===== src/rtl/instr_sequencer_if.sv =====
// Sequencer-facing bundle: instruction fetch handshake, decoder hookup, ALU flags and datapath control.
// master = sequencer (drives fetch request and control), slave = surrounding CPU/memory.
interface instr_sequencer_if #(
   parameter int CW_WIDTH     = 31,
   parameter int RETIRE_WIDTH = 32
);
   logic                    imem_req;
   logic                    imem_ack;
   logic [31:0]             imem_data;
   logic [31:0]             ir;
   logic [1:0]              state;
   logic [4:0]              status;
   logic                    dec_valid;
   logic [CW_WIDTH-1:0]     dec_control_word;
   logic [1:0]              dec_next_state;
   logic                    dec_flag_load;
   logic [3:0]              alu_flags;
   logic                    alu_zero;
   logic                    stall;
   logic [CW_WIDTH-1:0]     control_word;
   logic [RETIRE_WIDTH-1:0] retired;
   logic [1:0]              fault;

   modport master (
      output imem_req, ir, state, status, control_word, retired, fault,
      input  imem_ack, imem_data, dec_valid, dec_control_word, dec_next_state,
             dec_flag_load, alu_flags, alu_zero, stall
   );

   modport slave (
      input  imem_req, ir, state, status, control_word, retired, fault,
      output imem_ack, imem_data, dec_valid, dec_control_word, dec_next_state,
             dec_flag_load, alu_flags, alu_zero, stall
   );
endinterface


===== src/rtl/instr_sequencer.sv =====
// Multi-cycle fetch/execute sequencer: fetch >=1 cycle, one micro-step per unstalled EXEC cycle.
// stall freezes the micro-step; fetch waits up to FETCH_TIMEOUT cycles for imem_ack before faulting.
module instr_sequencer #(
   parameter int CW_WIDTH      = 31,
   parameter int FETCH_TIMEOUT = 15,
   parameter int RETIRE_WIDTH  = 32
) (
   input logic                clock,
   input logic                reset_n,
   instr_sequencer_if.master  bus
);

   localparam int TW = $clog2(FETCH_TIMEOUT + 1);
   localparam logic [TW-1:0] TLAST = TW'(FETCH_TIMEOUT - 1);

   typedef enum logic [1:0] {
      S_FETCH = 2'd0,
      S_EXEC  = 2'd1,
      S_HALT  = 2'd2
   } seq_state_t;

   seq_state_t              r_fsm;
   seq_state_t              w_fsm_nxt;
   logic [TW-1:0]           r_tcnt;
   logic [31:0]             r_ir;
   logic [1:0]              r_ustate;
   logic [3:0]              r_flags;
   logic [RETIRE_WIDTH-1:0] r_retired;
   logic [1:0]              r_fault;

   logic                    w_req;
   logic [CW_WIDTH-1:0]     w_cw;
   logic                    w_ld_ir;
   logic                    w_timeout;
   logic                    w_illegal;
   logic                    w_advance;
   logic                    w_retire;

   always_ff @(posedge clock or negedge reset_n) begin
      if (!reset_n) r_fsm <= S_FETCH;
      else          r_fsm <= w_fsm_nxt;
   end

   // An ack on the last allowed fetch cycle is checked first so it beats the timeout.
   always_comb begin
      w_fsm_nxt = r_fsm;
      w_req     = 1'b0;
      w_cw      = '0;
      w_ld_ir   = 1'b0;
      w_timeout = 1'b0;
      w_illegal = 1'b0;
      w_advance = 1'b0;
      w_retire  = 1'b0;
      case (r_fsm)
         S_FETCH: begin
            w_req = 1'b1;
            if (bus.imem_ack) begin
               w_ld_ir   = 1'b1;
               w_fsm_nxt = S_EXEC;
            end else if (r_tcnt == TLAST) begin
               w_timeout = 1'b1;
               w_fsm_nxt = S_HALT;
            end
         end
         S_EXEC: begin
            if (!bus.dec_valid) begin
               w_illegal = 1'b1;
               w_fsm_nxt = S_HALT;
            end else begin
               w_cw = bus.dec_control_word;
               if (!bus.stall) begin
                  w_advance = 1'b1;
                  if (bus.dec_next_state == 2'b00) begin
                     w_retire  = 1'b1;
                     w_fsm_nxt = S_FETCH;
                  end
               end
            end
         end
         S_HALT:  w_fsm_nxt = S_HALT;
         default: w_fsm_nxt = S_HALT;
      endcase
   end

   always_ff @(posedge clock or negedge reset_n) begin
      if (!reset_n) begin
         r_tcnt    <= '0;
         r_ir      <= '0;
         r_ustate  <= 2'b00;
         r_flags   <= 4'b0000;
         r_retired <= '0;
         r_fault   <= 2'b00;
      end else begin
         if (w_ld_ir || w_timeout) r_tcnt <= '0;
         else if (w_req)           r_tcnt <= r_tcnt + 1'b1;

         if (w_ld_ir) begin
            r_ir     <= bus.imem_data;
            r_ustate <= 2'b00;
         end else if (w_advance) begin
            r_ustate <= bus.dec_next_state;
         end

         if (w_advance && bus.dec_flag_load) r_flags <= bus.alu_flags;
         if (w_retire) r_retired <= r_retired + 1'b1;

         // First fault recorded is kept until reset.
         if (r_fault == 2'b00) begin
            if (w_timeout)      r_fault <= 2'b10;
            else if (w_illegal) r_fault <= 2'b01;
         end
      end
   end

   // Request is held low while reset is asserted even though the FSM already sits in FETCH.
   assign bus.imem_req     = w_req & reset_n;
   assign bus.control_word = w_cw;
   assign bus.ir           = r_ir;
   assign bus.state        = r_ustate;
   assign bus.status       = {r_flags, bus.alu_zero};
   assign bus.retired      = r_retired;
   assign bus.fault        = r_fault;

endmodule


===== src/flat_wrapper.sv =====
// flat-port wrapper written by rule: the top's interface ports become plain ports
module instr_sequencer_flat 
#(
   parameter int CW_WIDTH      = 31,
   parameter int FETCH_TIMEOUT = 15,
   parameter int RETIRE_WIDTH  = 32
)
  (clock, reset_n, bus_imem_req, bus_ir, bus_state, bus_status, bus_control_word, bus_retired, bus_fault, bus_imem_ack, bus_imem_data, bus_dec_valid, bus_dec_control_word, bus_dec_next_state, bus_dec_flag_load, bus_alu_flags, bus_alu_zero, bus_stall);
  instr_sequencer_if #(.CW_WIDTH(CW_WIDTH), .RETIRE_WIDTH(RETIRE_WIDTH)) bus_i ();
  input logic clock;
  input logic reset_n;
  output wire logic [$bits(bus_i.imem_req)-1:0] bus_imem_req;
  output wire logic [$bits(bus_i.ir)-1:0] bus_ir;
  output wire logic [$bits(bus_i.state)-1:0] bus_state;
  output wire logic [$bits(bus_i.status)-1:0] bus_status;
  output wire logic [$bits(bus_i.control_word)-1:0] bus_control_word;
  output wire logic [$bits(bus_i.retired)-1:0] bus_retired;
  output wire logic [$bits(bus_i.fault)-1:0] bus_fault;
  input wire logic [$bits(bus_i.imem_ack)-1:0] bus_imem_ack;
  input wire logic [$bits(bus_i.imem_data)-1:0] bus_imem_data;
  input wire logic [$bits(bus_i.dec_valid)-1:0] bus_dec_valid;
  input wire logic [$bits(bus_i.dec_control_word)-1:0] bus_dec_control_word;
  input wire logic [$bits(bus_i.dec_next_state)-1:0] bus_dec_next_state;
  input wire logic [$bits(bus_i.dec_flag_load)-1:0] bus_dec_flag_load;
  input wire logic [$bits(bus_i.alu_flags)-1:0] bus_alu_flags;
  input wire logic [$bits(bus_i.alu_zero)-1:0] bus_alu_zero;
  input wire logic [$bits(bus_i.stall)-1:0] bus_stall;
  assign bus_imem_req = bus_i.imem_req;
  assign bus_ir = bus_i.ir;
  assign bus_state = bus_i.state;
  assign bus_status = bus_i.status;
  assign bus_control_word = bus_i.control_word;
  assign bus_retired = bus_i.retired;
  assign bus_fault = bus_i.fault;
  assign bus_i.imem_ack = bus_imem_ack;
  assign bus_i.imem_data = bus_imem_data;
  assign bus_i.dec_valid = bus_dec_valid;
  assign bus_i.dec_control_word = bus_dec_control_word;
  assign bus_i.dec_next_state = bus_dec_next_state;
  assign bus_i.dec_flag_load = bus_dec_flag_load;
  assign bus_i.alu_flags = bus_alu_flags;
  assign bus_i.alu_zero = bus_alu_zero;
  assign bus_i.stall = bus_stall;
  instr_sequencer #(.CW_WIDTH(CW_WIDTH), .FETCH_TIMEOUT(FETCH_TIMEOUT), .RETIRE_WIDTH(RETIRE_WIDTH)) u_core (.clock(clock), .reset_n(reset_n), .bus(bus_i));
endmodule

===== config.mk =====
export PLATFORM = sky130hd
export DESIGN_NAME = instr_sequencer_flat
export DESIGN_NICKNAME = d
export VERILOG_FILES = /design/src/rtl/instr_sequencer_if.sv /design/src/rtl/instr_sequencer.sv /design/src/flat_wrapper.sv
export SDC_FILE = /design/constraint.sdc
export NUM_CORES = 1
export LEC_CHECK = 0
export CAP_MARGIN = 20
export CORE_AREA = 2 2 85 87
export DETAILED_ROUTE_END_ITERATION = 10
export DIE_AREA = 0 0 87 89
export DONT_BUFFER_PORTS = 1
export PLACE_DENSITY = 0.72
export SKIP_CTS_REPAIR_TIMING = 1
export SYNTH_ARGS = -nofsm -noshare
export SYNTH_HDL_FRONTEND = slang
export SYNTH_SLANG_ARGS = --single-unit

===== constraint.sdc =====
create_clock -name clock -period 3.1 [get_ports clock]
set_clock_uncertainty 0.1 [all_clocks]
set_input_delay 0.155 -clock clock [delete_from_list [all_inputs] [get_ports clock]]
set_output_delay 0.155 -clock clock [all_outputs]
set_load 0.02 [all_outputs]

Word level (Yosys, flattened, before mapping)
Index checks and enable logic that the tools add are counted.
{ "totals": {"register_bits": 78, "input_bits": 76, "word_cells": 54, "output_inout_bits": 105} }
{ "classes": {"bitwise": 1, "eq_ne": 5, "mux": 29, "n_addsub": 2, "n_reduce_logical": 10} }
{ "ops": {"columns": ["operator", "n"], "rows": [
  ["$mux 31", 2],
  ["$add 32x1->32 const B", 1],
  ["$mux 2", 9],
  ["$mux 1", 15],
  ["$mux 4", 2],
  ["$logic_not 2->1", 3],
  ["$ne 3x2->1 const B", 2],
  ["$reduce_bool 2->1", 3],
  ["$add 4x1->4 const B", 1],
  ["$eq 4x4->1 const B", 1],
  ["$pmux 2 s2", 1],
  ["$ne 3x3->1 const B", 1],
  ["$reduce_and 3->1", 1],
  ["$eq 2x1->1 const B", 1],
  ["$reduce_and 2->1", 1],
  ["$and 1x1->1", 1],
  ["$logic_and 1x1->1", 1],
  ["$logic_or 1x1->1", 1]
]} }

Depth between registers and ports, before layout
{ "logic_depth": {"ltp_word": 6, "depth_mapped": 6, "mapped_depth_nobuf": 6} }

Worst setup path after synthesis
OpenSTA, ideal clock, no wires.
{ "synth_timing": {"path_type": "reg-to-reg", "start": "reg u_core.r_retired[0], in the netlist u_core.bus.retired[0]", "end": "reg u_core.r_retired[22], in the netlist u_core.bus.retired[22]", "setup_time_ns": 0.130, "setup_slack_ns": 1.435, "arrival_time_ns": 1.435, "path_buffers": 1, "stages_incl_launch_ff": 7, "synth_period_minus_slack_ns": 1.665, "t_required_ns": 2.870, "cell_sequence": "dfrtp_1 -> ha_1 -> and4b_1 -> and4_1 -> buf_4 -> nand4_1 -> xnor2_1"} }
{ "synth_between": {"elab_chain_cells": 1} }
{ "synth_rtl": {"columns": ["element", "line_no", "source"], "rows": [
  ["start: declaration", "instr_sequencer.sv:28", "logic [RETIRE_WIDTH-1:0] r_retired;"],
  ["start signal: assignment", "instr_sequencer.sv:105", "if (w_retire) r_retired <= r_retired + 1'b1;"],
  ["$add 32x1->32", "instr_sequencer.sv:105", null]
]} }
No other way between the ends.
A chain may end at the register's enable or synchronous reset.

Worst setup path in the final report
{ "layout_timing": {"start": "reg u_core.r_fsm[1]", "end": "reg u_core.r_ustate[0], in the netlist u_core.bus.state[0]"} }
{ "layout_between": {"elab_chain_cells": 3, "word_cells_on_any_way": 6, "cone_classes": "eq/ne: 1; mux: 3; reduce/logical: 2"} }
{ "layout_rtl": {"columns": ["element", "line_no", "source"], "rows": [
  ["start: declaration", "instr_sequencer.sv:22", "seq_state_t r_fsm;"],
  ["start signal: assignment", "instr_sequencer.sv:41", "else r_fsm <= w_fsm_nxt;"],
  ["$eq 2x1->1 / $logic_not 2->1 (equally long branches)", "instr_sequencer.sv:54", "case (r_fsm)"],
  ["$mux 1", "instr_sequencer.sv:54", null],
  ["$reduce_bool 2->1 (no source line) / $mux 2 (equally long branches)", null, null],
  ["end signal: assignment", "instr_sequencer.sv:101", "r_ustate <= bus.dec_next_state;"],
  ["end: declaration", "instr_sequencer.sv:26", "logic [1:0] r_ustate;"]
]} }
Several ways; a longest one is shown, not always the timed one.

==> results.json <==
{
  "status": "complete, no violations",
  "synth.largest_area_cell": "dfrtp_1",
  "ys_async_sr_fraction_pct": 100,
  "cts_tree": "yes",
  "hp-class": "in -> reg",
  "synthToLayoutAreaGrowth_pct": 20.1,
  "final_util_pct": 64.7,
  "hold_viol": 0,
  "post_drt_wl_per_cell_microns": 18.8,
  "pwr-share-seq_pct": 54.9,
  "min-delay-start": "bus_dec_flag_load",
  "wl_microns": 8080,
  "clock-sinks": 78,
  "yosys-top-cells-count": "78 x dfrtp_1, 37 x mux2_2, 36 x and2_1",
  "grt-ovfl-total": 0,
  "synthFlopType": "dfrtp_1",
  "final_area_sq_um": 4350,
  "grt_setup_unrepaired": "false",
  "leakage_uw": 0.00211,
  "r2r_setup_slack_ns": 0.77,
  "fin_crit_sh_pct": 75.1,
  "fmax_mhz": 429,
  "syn_nets": 376,
  "vias": 2429,
  "power.density_nw_per_um2": 426,
  "finalNetCount": 423,
  "arrival_ns": 2.52,
  "switching_power_uw": 420,
  "synth_area_sq_um": 3620,
  "synthTopCellsByArea": "dfrtp_1 54%, mux2_2 12%, and2_1 6.2%, xnor2_1 4.1%, xor2_1 3.4%",
  "seq_area_sq_um": 1950,
  "coreArea_sq_um": 6720,
  "cts_buffers": 9,
  "start_kind": "register",
  "drv_slew": 0,
  "dieHeight_microns": 89,
  "comb_power_share_pct": 3.9,
  "p_int_uw": 1430,
  "pwr-share-clk_pct": 41.1,
  "dr.pass1.iters": 4,
  "initial_core_util_pct": 53.9,
  "synth_top_area_share_pct": 53.9,
  "yosysWarningCount": 0,
  "grt_antenna_before_repair": 0,
  "setup_violations": 0,
  "worst-r2r-cell-count": 6,
  "hold_depth": 2,
  "tns_ns": 0,
  "critPathRequiredTime_ns": 3.29,
  "synth_most_common_cell": "dfrtp_1",
  "maxCapViolations": 0,
  "finalCriticalPeriod_ns": 2.33,
  "synthesis.instances": 297,
  "vias_per_cell": 5.65,
  "placed_cell_area_sq_um": 3660,
  "clk_latency_ns": 0.35,
  "stdcell_count": 430,
  "clockBufferDepth": 2,
  "grt_pass1_wl_microns": 10600,
  "ir_drop_v": 0.000273,
  "multi_input_area_sq_um": 1580,
  "die_w_microns": 87,
  "drt_iter0_markers": 50,
  "met2_usage_pct": 24.8,
  "drive_above_1_share_pct": 20.3,
  "synth_seq_area_share_pct": 53.9,
  "die_area_sq_um": 7740,
  "ys_types": 40,
  "dp_hpwl_microns": 5240,
  "clk_pin_slew_worst_paths_ns": 0.08,
  "num_rows": 30,
  "regToRegEndpoint": "u_core.bus.state[0]",
  "synth_edf_count": 0,
  "grt_pass1_vias": 2105,
  "swShare_pct": 22.7,
  "grt_usage_pct": 17.9,
  "ys_ff_latch": 78,
  "dp.cells": 366,
  "timing.hold.ws_ns": 0.0471,
  "crit_fanout": 6,
  "antenna_left": 0,
  "relSlewSlack_pct": 54.1,
  "cts-htree-levels": 3,
  "drc_errors": 0,
  "avgSynthCellArea_sq_um": 12.2,
  "cp-end-kind": "register",
  "grt_start_max_net_pins": 80,
  "use_met1_pct": 25.1,
  "fill_cells": 512,
  "root_buffer": "clkbuf_8",
  "critical_path_class": "reg -> reg",
  "r2r-start": "u_core.r_fsm[1]",
  "met3_usage_pct": 6.93,
  "gp_congestion": 0.811,
  "io_buffers": 0,
  "whs_endpoint": "u_core.r_flags[1]",
  "ios": 181,
  "tightest_slew_ns": 0.689,
  "busiest_layer": "met1"
}
metal layers:
| layer | vias to the layer above | part of all wire, % |
|---|---|---|
| met4 | 0 | 2.2 |
| met1 | 1193 | 42 |
| met5 | - | 0 |
| met3 | 16 | 7.7 |
| li1 | 1119 | - |
| met2 | 101 | 48 |
cells in the final DEF, fill, tap and decap left out, types with 2 or more instances in the layout:
| cell | netlist | final |
|---|---|---|
| a21oi_1 | 3 | 3 |
| clkinv_2 | 0 | 2 |
| clkinv_4 | 0 | 2 |
| nand4b_1 | 2 | 2 |
| nand3b_1 | 2 | 2 |
| o21ai_0 | 6 | 6 |
| nand4_4 | 2 | 2 |
| nor3_1 | 7 | 7 |
| inv_1 | 4 | 4 |
| nand4_1 | 3 | 3 |
| nor4b_1 | 2 | 2 |
| and3_1 | 8 | 8 |
| o31ai_1 | 2 | 2 |
| clkbuf_8 | 0 | 9 |
| dlygate4sd3_1 | 0 | 46 |
| and4_2 | 2 | 2 |
| nand3_1 | 9 | 9 |
| nor2_1 | 6 | 6 |
| nor4_2 | 2 | 2 |
| xnor2_1 | 17 | 17 |
| buf_4 | 6 | 2 |
| xor2_1 | 14 | 14 |
| dfrtp_1 | 78 | 78 |
| nand2_1 | 21 | 21 |
| mux2_2 | 37 | 37 |
| and2_1 | 36 | 36 |
| ha_1 | 3 | 3 |
| or2_2 | 2 | 2 |
| and4_1 | 3 | 3 |
final cells by class:
| cell class | instances | share of cell area (%) |
|---|---|---|
| diodes | 1 | 0.0575 |
| clock inverters | 7 | 1.70 |
| repair buffers | 49 | 11.6 |
| well taps | 80 | 2.30 |
| multi-input cells | 202 | 36.3 |
| flip-flops and latches | 78 | 44.9 |
| clock buffers | 9 | 2.85 |
| inverters | 4 | 0.345 |
power groups by stage:
stage | combinational, uW | sequential [uW] | clock, uW
5_1_grt | 80.5 | 1020 | 811
3_5_place_dp | 6.13 | 1040 | 0
6_report | 72.9 | 1020 | 762
3_3_place_gp | 6.00 | 1040 | 0
4_1_cts | 6.16 | 1020 | 771
2_1_floorplan | 7.05 | 1040 | 0
through the flow:
step | total power, uW | worst slack (ns)
finish | 1850 | 0.770
global route | 1910 | 0.612
CTS | 1790 | 0.813
detailed placement | 1040 | 1.05
global placement | 1040 | 1.11
floorplan | 1050 | 1.44
cells by family (layout without fill, tap and decap cells):
| family | Yosys count | count (layout) | share of synthesized area [%] |
|---|---|---|---|
| adder cells (fa/ha/maj) | 3 | 3 | 1.04 |
| flip-flops | 78 | 78 | 53.9 |
| other | 0 | 1 | 0 |
| AND/OR/NAND/NOR | 117 | 117 | 21.3 |
| AO/OA/AOI/OAI | 14 | 14 | 2.35 |
| XOR/XNOR | 31 | 31 | 7.50 |
| multiplexers | 37 | 37 | 11.5 |
| buffers and inverters | 17 | 69 | 2.45 |
how the worst max path moves through the flow:
stage                          start                      to  slack (ns)
2_1_floorplan  u_core.bus.retired[0]  u_core.bus.retired[22]        1.44
3_3_place_gp   u_core.bus.retired[0]  u_core.bus.retired[22]        1.11
3_5_place_dp         u_core.r_fsm[1]  u_core.bus.retired[13]        1.05
4_1_cts              u_core.r_fsm[1]     bus_control_word[7]        0.81
5_1_grt              u_core.r_fsm[1]     u_core.bus.state[1]        0.61
6_report             u_core.r_fsm[1]     u_core.bus.state[0]        0.77
worst max-delay path: stages, from the launching register on:
cell and delay [ns]:
dfrtp_1 0.42, nand3b_1 0.24, nor2_1 0.22, nand2_1 0.07
dlygate4sd3_1 0.55, a21oi_1 0.12, dlygate4sd3_1 0.56
registers in the layout, indices dropped and copies added, names as in the netlist:
register            flops
u_core.bus.ir          32
u_core.bus.retired     32
u_core.r_flags          4
u_core.r_tcnt           4
u_core.bus.fault        2
u_core.bus.state        2
u_core.r_fsm            2
(Power assumes the default switching activity.)
